[config.mk]
export PLATFORM = sky130hd
export DESIGN_NAME = stream_mux_n
export DESIGN_NICKNAME = d
export VERILOG_FILES = /design/src/rtl/stream_mux_n.sv
export SDC_FILE = /design/constraint.sdc
export NUM_CORES = 1
export LEC_CHECK = 0
export BUFFER_PORTS_ARGS = -buffer_cell sky130_fd_sc_hd__buf_2
export CORE_UTILIZATION = 45
export DETAILED_ROUTE_END_ITERATION = 7
export PLACE_DENSITY = 0.76
export SLEW_MARGIN = 5
export SYNTH_ARGS = -nofsm -noshare
export SYNTH_HDL_FRONTEND = slang
export SYNTH_SLANG_ARGS = --single-unit
[constraint.sdc]
create_clock -name clk -period 6.5 [get_ports clk]
set_input_delay 1.3 -clock clk [delete_from_list [all_inputs] [get_ports clk]]
set_output_delay 1.3 -clock clk [all_outputs]
set_load 0.01 [all_outputs]
[src/rtl/stream_mux_n.sv]
// N-to-1 valid/ready stream mux with static or round-robin arbitration,
// packet locking on in_last and a one-deep registered output.
module stream_mux_n #(
  parameter int N     = 4,
  parameter int WIDTH = 8,
  parameter int SW    = 2
) (
  input  logic               clk,
  input  logic               rst_n,
  input  logic               mode,
  input  logic [SW-1:0]      sel,
  input  logic [N-1:0]       in_valid,
  output logic [N-1:0]       in_ready,
  input  logic [N*WIDTH-1:0] in_data,
  input  logic [N-1:0]       in_last,
  output logic               out_valid,
  input  logic               out_ready,
  output logic [WIDTH-1:0]   out_data,
  output logic               out_last,
  output logic [SW-1:0]      out_ch
);

  typedef enum logic {
    S_IDLE   = 1'b0,
    S_LOCKED = 1'b1
  } state_t;

  state_t r_state;
  state_t w_state_nxt;

  logic [SW-1:0]    r_lock_ch;
  logic             r_lock_rr;
  logic [SW-1:0]    r_ptr;
  logic             r_out_valid;
  logic [WIDTH-1:0] r_out_data;
  logic             r_out_last;
  logic [SW-1:0]    r_out_ch;

  logic [SW-1:0]    w_grant;
  logic             w_grant_ok;
  logic             w_slot_free;
  logic             w_gvalid;
  logic             w_glast;
  logic [WIDTH-1:0] w_gdata;
  logic             w_accept;
  logic             w_rr;
  logic [SW-1:0]    w_ptr_nxt;
  logic [2*N-1:0]   w_dbl;
  logic [N-1:0]     w_rot;
  int               w_off;
  int               w_sum;

  assign w_slot_free = !r_out_valid || out_ready;
  assign w_accept    = w_slot_free && w_grant_ok && w_gvalid;
  // A locked packet keeps the arbitration mode it started with
  assign w_rr        = (r_state == S_LOCKED) ? r_lock_rr : mode;
  assign w_ptr_nxt   = (w_grant == SW'(N-1)) ? '0 : w_grant + 1'b1;

  always_ff @(posedge clk or negedge rst_n) begin
    if (!rst_n) begin
      r_state <= S_IDLE;
    end else begin
      r_state <= w_state_nxt;
    end
  end

  always_comb begin
    w_state_nxt = r_state;
    case (r_state)
      S_IDLE: begin
        if (w_accept && !w_glast) w_state_nxt = S_LOCKED;
      end
      S_LOCKED: begin
        if (w_accept && w_glast) w_state_nxt = S_IDLE;
      end
      default: w_state_nxt = S_IDLE;
    endcase
  end

  always_comb begin
    w_grant    = '0;
    w_grant_ok = 1'b0;
    w_dbl      = {in_valid, in_valid} >> r_ptr;
    w_rot      = w_dbl[N-1:0];
    w_off      = 0;
    w_sum      = 0;
    case (r_state)
      S_LOCKED: begin
        w_grant    = r_lock_ch;
        w_grant_ok = 1'b1;
      end
      default: begin
        if (!mode) begin
          w_grant    = sel;
          w_grant_ok = (int'(sel) < N);
        end else begin
          for (int k = N - 1; k >= 0; k--) begin
            if (w_rot[k]) w_off = k;
          end
          w_sum = int'(r_ptr) + w_off;
          if (w_sum >= N) w_sum = w_sum - N;
          w_grant    = SW'(w_sum);
          w_grant_ok = |in_valid;
        end
      end
    endcase
  end

  always_comb begin
    w_gvalid = 1'b0;
    w_glast  = 1'b0;
    w_gdata  = '0;
    in_ready = '0;
    for (int i = 0; i < N; i++) begin
      if (w_grant == SW'(i)) begin
        w_gvalid    = in_valid[i];
        w_glast     = in_last[i];
        w_gdata     = in_data[i*WIDTH +: WIDTH];
        in_ready[i] = rst_n && w_slot_free && w_grant_ok;
      end
    end
  end

  always_ff @(posedge clk or negedge rst_n) begin
    if (!rst_n) begin
      r_out_valid <= 1'b0;
      r_out_data  <= '0;
      r_out_last  <= 1'b0;
      r_out_ch    <= '0;
      r_lock_ch   <= '0;
      r_lock_rr   <= 1'b0;
      r_ptr       <= '0;
    end else begin
      if (w_accept) begin
        r_out_valid <= 1'b1;
        r_out_data  <= w_gdata;
        r_out_last  <= w_glast;
        r_out_ch    <= w_grant;
      end else if (out_ready) begin
        r_out_valid <= 1'b0;
      end
      if (w_accept && r_state == S_IDLE) begin
        r_lock_ch <= w_grant;
        r_lock_rr <= mode;
      end
      if (w_accept && w_glast && w_rr) begin
        r_ptr <= w_ptr_nxt;
      end
    end
  end

  assign out_valid = r_out_valid;
  assign out_data  = r_out_data;
  assign out_last  = r_out_last;
  assign out_ch    = r_out_ch;

endmodule
==> results of run 1 <==
## state kept, by name, summed over array words and instances (netlist names), named ones only
signal,count
out_last,1
r_ptr,2
r_lock_rr,1
out_valid,1
r_lock_ch,2
out_data,8
out_ch,2
## cell families after synthesis
group / Yosys count / synth area share [%]
adders and majority gates: 5 / 4.80
and+or+nand+nor: 56 / 23.2
xor gates and xnor gates: 1 / 0.673
AOI/OAI and AO/OA: 48 / 24.0
DFF: 18 / 34.6
muxes: 9 / 7.68
buffers and inverters: 15 / 5.09
## worst reg2reg max path, cell delays in order, from the launching register on
cell       delay (ps)
dfrtp_1           510
nand2_1           130
a2bb2oi_1         180
o221ai_1          170
o21a_1            150
ha_1              190
xnor2_1           280
nand4_1           130
o311ai_1          100
a311o_1           250
o21ai_1           120
ha_1              370
nor2b_1           480
a221oi_1          160
nor3_1            200
a21oi_1           110
nor3_1            390
mux2_2            380
## power by group
group          total, mW  switching, mW  internal [mW]
combinational      0.608          0.346          0.262
clock             0.0683         0.0341         0.0342
sequential         0.214         0.0438          0.170
## path summary, 6_finish.rpt
kind                             start     endpoint  slack [ps]
max in group asynchronous        rst_n    r_lock_rr        5260
hold reg to reg            out_data[0]  out_data[0]         480
hold / removal             out_data[0]  out_data[0]         480
setup / recovery           in_valid[0]  in_ready[3]        1090
min in group asynchronous        rst_n    out_valid         930
setup reg to reg              r_ptr[1]     r_ptr[1]        2100
## per-stage QoR
stage          hold WS [ps]  cells
3_3_place_gp            459    235
6_report                482    239
3_5_place_dp            465    235
5_1_grt                 518    239
4_1_cts                 488    239
2_1_floorplan           480    152
## cells in the mapped netlist
library cell	count
nor2_1	2
o21a_1	2
o41ai_2	1
a21oi_1	15
mux2i_1	4
a21boi_1	1
inv_1	5
nor2b_1	12
a311o_1	1
and3_1	4
nor4_1	1
o22ai_1	1
dfrtp_1	18
mux2_2	4
a21o_1	1
or3b_2	1
nor3_1	9
o21ai_1	2
nand2_1	16
ha_1	5
nand3b_1	2
nor4b_1	1
clkbuf_1	7
a2bb2oi_1	1
o221ai_1	1
mux2_4	1
o311ai_1	1
xnor2_1	1
buf_2	2
o21ai_0	12
and2_1	1
or3_1	1
a221oi_1	9
buf_6	1
nand4_1	1
nand2b_1	5
## per-layer routing
layer / routed length, um / vias up / track usage (%)
met1: 1380 / 616 / 29.3
met2: 1520 / 83 / 35.3
met3: 262 / 8 / 3.49
met5: 0 / - / 0
met4: 61 / 0 / 10.4
li1: - / 666 / -
## layout make-up
class / instances / share of cell area, %
clock buffer: 4 / 2.21
inverter: 5 / 1.14
multi-input combinational: 119 / 47.8
sequential: 18 / 27.4
tap: 31 / 2.36
timing repair buffer: 62 / 19.0
## cells in the final DEF, fill, tap and decap left out, types with 2 or more instances in the layout
cell	Yosys	routed
a21oi_1	15	15
a221oi_1	9	9
and3_1	4	4
buf_2	2	61
clkbuf_4	0	3
dfrtp_1	18	18
ha_1	5	5
inv_1	5	5
mux2_2	4	4
mux2i_1	4	4
nand2_1	16	16
nand2b_1	5	5
nand3b_1	2	2
nor2_1	2	2
nor2b_1	12	12
nor3_1	9	9
o21a_1	2	2
o21ai_0	12	12
o21ai_1	2	2
==> out/qor.yml, run 1 <==
status:
  status: "finished clean"
synthesis:
  yosysWarnings: 0
  ys_seq_area_share_pct: 34.6
  ys_seq_elements: 18
  yosys-top-cells-area: "dfrtp_1, a221oi_1, a21oi_1, nor2b_1, ha_1"
  synth_cells: 152
  synth_top_area_share_pct: 34.6
  syn_area_sq_mm: 0.00130
  syn_nets: 203
  synth_area_per_cell_sq_um: 8.57
  synth.distinct_cells: 36
  yosysTopAreaCell: "dfrtp_1"
place:
  dpl-instance-area_sq_mm: 0.00161
  port_buffers: 61
  place_congestion: 0.762
  pre_cts_ws_ps: 1130
  dp_hpwl_mm: 2.51
pwr:
  static-leakage-power_nw: 0.821
  p_per_area_mw_per_mm2: 542
  peakVddDrop_mv: 0.368
  fin_total_pwr_mw: 0.890
drt:
  vias_per_cell: 5.74
  wl_per_cell_um: 13.5
  route.detailed.drc: 0
  wl_mm: 3.23
  ant_nets: 0
  drt_iter0_drc: 46
  drtPass1Iterations: 4
  routed-via-count: 1373
finish:
  area_growth_syn_to_layout_pct: 26.1
  utilization_pct: 59.6
  fillers: 249
  fin_nets: 260
  diodes: 0
  multiInputGateArea_sq_um: 786
  stdcell_area_sq_mm: 0.00164
  seqCellArea_sq_um: 450
  drive_above_1_share_pct: 35.1
clocking:
  clkSlewWorstSetupHoldPaths_ps: 100
  ctsHoldBuffers: 0
  root_buffer: "clkbuf_4"
  htree_levels: 1
  cts_tree: "yes"
  cts-buffers-inserted: 3
  ctsResizeCount: 0
  max-clock-path-buffers: 2
  cts_sinks: 18
  clk_latency_ps: 290
  cts_setup_buffers: 0
sta:
  drv_slew: 0
  tightest_slew_ps: 627
  min_period_ps: 5410
  max_freq_mhz: 185
  rsz0062_at_grt: "no"
  tns_ps: 0
  period_share_pct: 83.3
  setup_ws_ps: 1090
  relSlewSlack_pct: 58.2
  setup_viol: 0
  clock_skew_ps: 3.53
  finalHoldViolations: 0
critical_path:
  worstSetupPathDepth: 14
  cp.required_ps: 5200
  critPathTopFamily: "compound AO/OA/AOI/OAI gates"
  path_max_fanout: 21
  cp_cell_sequence: "buf_2, inv_1, a2bb2oi_1, o221ai_1, o21a_1, ha_1, xnor2_1, nand4_1, o311ai_1, a311o_1, o21a_1, ha_1, and3_1, buf_2"
  slowest_stage: "ha_1"
  worstSetupStartpointType: "input pin"
  worst-path-buf-inv: 3
  crit_type: "input pin to output pin"
  cpPeakStageDelay_ps: 570
  cp.arrival_ps: 4110
  r2r_cells: 17
  worstSetupEndpointType: "output pin"
global_routing:
  grt_pass1_vias: 1240
  grt_pass1_wl_mm: 5.48
  grt_max_degree: 27
  track_usage_pct: 22.1
  grt_antenna_before_repair: 0
  overflow: 0
floorplanning:
  initial_utilization_pct: 47.2
  coreArea_sq_mm: 0.00276
  boundaryPins: 62
  row_count: 19
  die_y_um: 55.8
  die_w_um: 55.8
  die-area_sq_mm: 0.00311
min_path:
  min_path_cells: 2
  hold_path.class: "flip-flop to flip-flop"
run:
  timing.max_cap.violations: 0
No activity file was read; power rests on OpenSTA's default activity.
==> run 2: changes to the inputs <==
Clock period 6.5 ns to 5 ns, I/O delays scaled along.
==> run 2 against run 1 <==
  * Hold slack improved by 14 ps
  * Non-clock buffer count increased by 5
  * Register-to-register slack got worse by 1000 ps
  * Final cell count increased by 2.1%
  * Global-route usage increased by 0.84 points
  * Die area unchanged
  * Critical path type unchanged
  * Largest cell class unchanged
==> out/qor.yml, run 2 (synthesis results as in run 1) <==
global_routing:
  overflow: 0  # unchanged
  grt_antenna_before_repair: 0  # unchanged
  grt_util_met2_pct: 36.7  # was 35.3%
  grt_pass1_wl_mm: 5.68  # was 5.48 mm
  grt_pass1_vias: 1267  # was 1,240
  busiest_layer: "met2"  # unchanged
  track_usage_pct: 22.9  # was 22.1%
  grt_max_degree: 23  # was 27
  gr-usage-met1_pct: 31.2  # was 29.3%
  use_met3_pct: 3.26  # was 3.49%
finish:
  finish.cell_count_without_fillers: 244  # was 239
  diodes: 0  # unchanged
  final_common_cell: "buf_2"  # unchanged
  area_growth_syn_to_layout_pct: 29.0  # was 26.1%
  final_cell_mix: "buf_2, dfrtp_1, nand2_1"  # unchanged
  stdcell_area_sq_mm: 0.00168  # was 0.00164 sq mm
  fin_nets: 265  # was 260
  largest_reg_flops: 8  # unchanged
  drive_above_1_share_pct: 36.6  # was 35.1%
critical_path:
  cp.required_ps: 4000  # was 5200 ps
  worstSetupEndpointType: "output pin"  # unchanged
  path_max_fanout: 12  # was 21
  crit_type: "input pin to output pin"  # unchanged
  cp.arrival_ps: 3530  # was 4110 ps
  worstSetupStartpointType: "input pin"  # unchanged
clocking:
  clk_latency_ps: 300  # was 290 ps
  max-clock-path-buffers: 2  # unchanged
  cts_setup_buffers: 0  # unchanged
  cts-buffers-inserted: 3  # unchanged
  cts_tree: "yes"  # unchanged
  root_buffer: "clkbuf_4"  # unchanged
  ctsHoldBuffers: 0  # unchanged
  cts_sinks: 18  # unchanged
  htree_levels: 1  # unchanged
  clkSlewWorstSetupHoldPaths_ps: 100  # about the same
  ctsResizeCount: 0  # unchanged
sta:
  period_share_pct: 90.6
  rsz0062_at_grt: "no"  # unchanged
  max_freq_mhz: 221
  min_period_ps: 4530
  relSlewSlack_pct: 58.9  # was 58.2%
  setup_viol: 0  # unchanged
  clock_skew_ps: 2.35  # was 3.53 ps
  tns_ps: 0  # unchanged
  drv_slew: 0  # unchanged
  tightest_slew_ps: 612  # was 627 ps
  finalHoldViolations: 0  # unchanged
run:
  timing.max_cap.violations: 0  # unchanged
place:
  dpl-instance-area_sq_mm: 0.00164  # was 0.00161 sq mm
  place_congestion: 0.812  # was 0.762
  dp_hpwl_mm: 2.57  # was 2.51 mm
  port_buffers: 61  # unchanged
  dp_cells: 240  # was 235
drt:
  route.detailed.drc: 0  # unchanged
  drtPass1Iterations: 4  # unchanged
  drt_iter0_drc: 33  # was 46
  ant_nets: 0  # unchanged
  routed-via-count: 1356  # was 1,373
  wl_mm: 3.22  # was 3.23 mm
  wl_per_cell_um: 13.2  # was 13.5 um
  vias_per_cell: 5.56  # was 5.74
floorplanning:
  die_y_um: 55.8  # unchanged
  die_w_um: 55.8  # unchanged
  row_count: 19  # unchanged
  boundaryPins: 62  # unchanged
  coreArea_sq_mm: 0.00276  # unchanged
  die-area_sq_mm: 0.00311  # unchanged
  initial_utilization_pct: 47.2  # unchanged
status:
  status: "finished clean"  # unchanged
pwr:
  p_per_area_mw_per_mm2: 711  # was 542 mW/mm^2
  static-leakage-power_nw: 0.846  # was 0.821 nW
  peakVddDrop_mv: 0.507  # was 0.368 mV
min_path:
  hold_path.class: "flip-flop to flip-flop"  # unchanged
[run 2: worst paths after layout]
path,slack [ps],endpoint,depth (start not counted),from
worst min register to register,500,out_data[6],2,out_data[6]
worst max-delay path,470,in_ready[1],14,in_valid[3]
worst min-delay path,500,out_data[6],2,out_data[6]
worst max register to register,1070,r_ptr[1],15,r_ptr[1]
max in group asynchronous,4080,out_data[1],1,rst_n
min in group asynchronous,620,r_lock_ch[0],1,rst_n
[run 2: worst max-delay path, cell delays in order]
cell and delay, ps:
buf_2 130, nor2b_1 150, a21oi_1 130, o22ai_1 90, o21a_1 170, ha_1 180
xnor2_1 270, o311ai_1 140, a311o_1 340, o21ai_1 210, ha_1 240, buf_4 190
and3_1 160, buf_2 130
[run 2: metrics by stage]
step	hold WS [ps]	power [mW]	util, %	setup slack, ps
after floorplan	480	0.865	-	544
after global placement	458	1.07	59.6	573
after detailed placement	478	1.10	59.6	464
after CTS	502	1.20	60.9	482
after global routing	525	1.32	60.9	241
final	497	1.19	60.9	468
[run 2: layout make-up]
type	count	area (sq um)
clock buffer	4	36.3
tap	31	38.8
inverter	5	18.8
multi-input combinational	119	786
sequential	18	450
timing repair buffer	67	350
fill	243	1080
[run 2: report_power, final]
part	internal (mW)	switching [mW]	leakage, nW	total, mW
clock network	0.0445	0.0465	0.0210	0.0910
logic	0.373	0.451	0.604	0.824
registers	0.221	0.0581	0.221	0.279
total	0.639	0.556	0.846	1.19
[run 2: routing by layer]
metal	part of all wire [%]	vias to the layer above
li1	-	674
met1	46	600
met2	46	77
met3	6.7	5
met4	1.6	0
met5	0	-
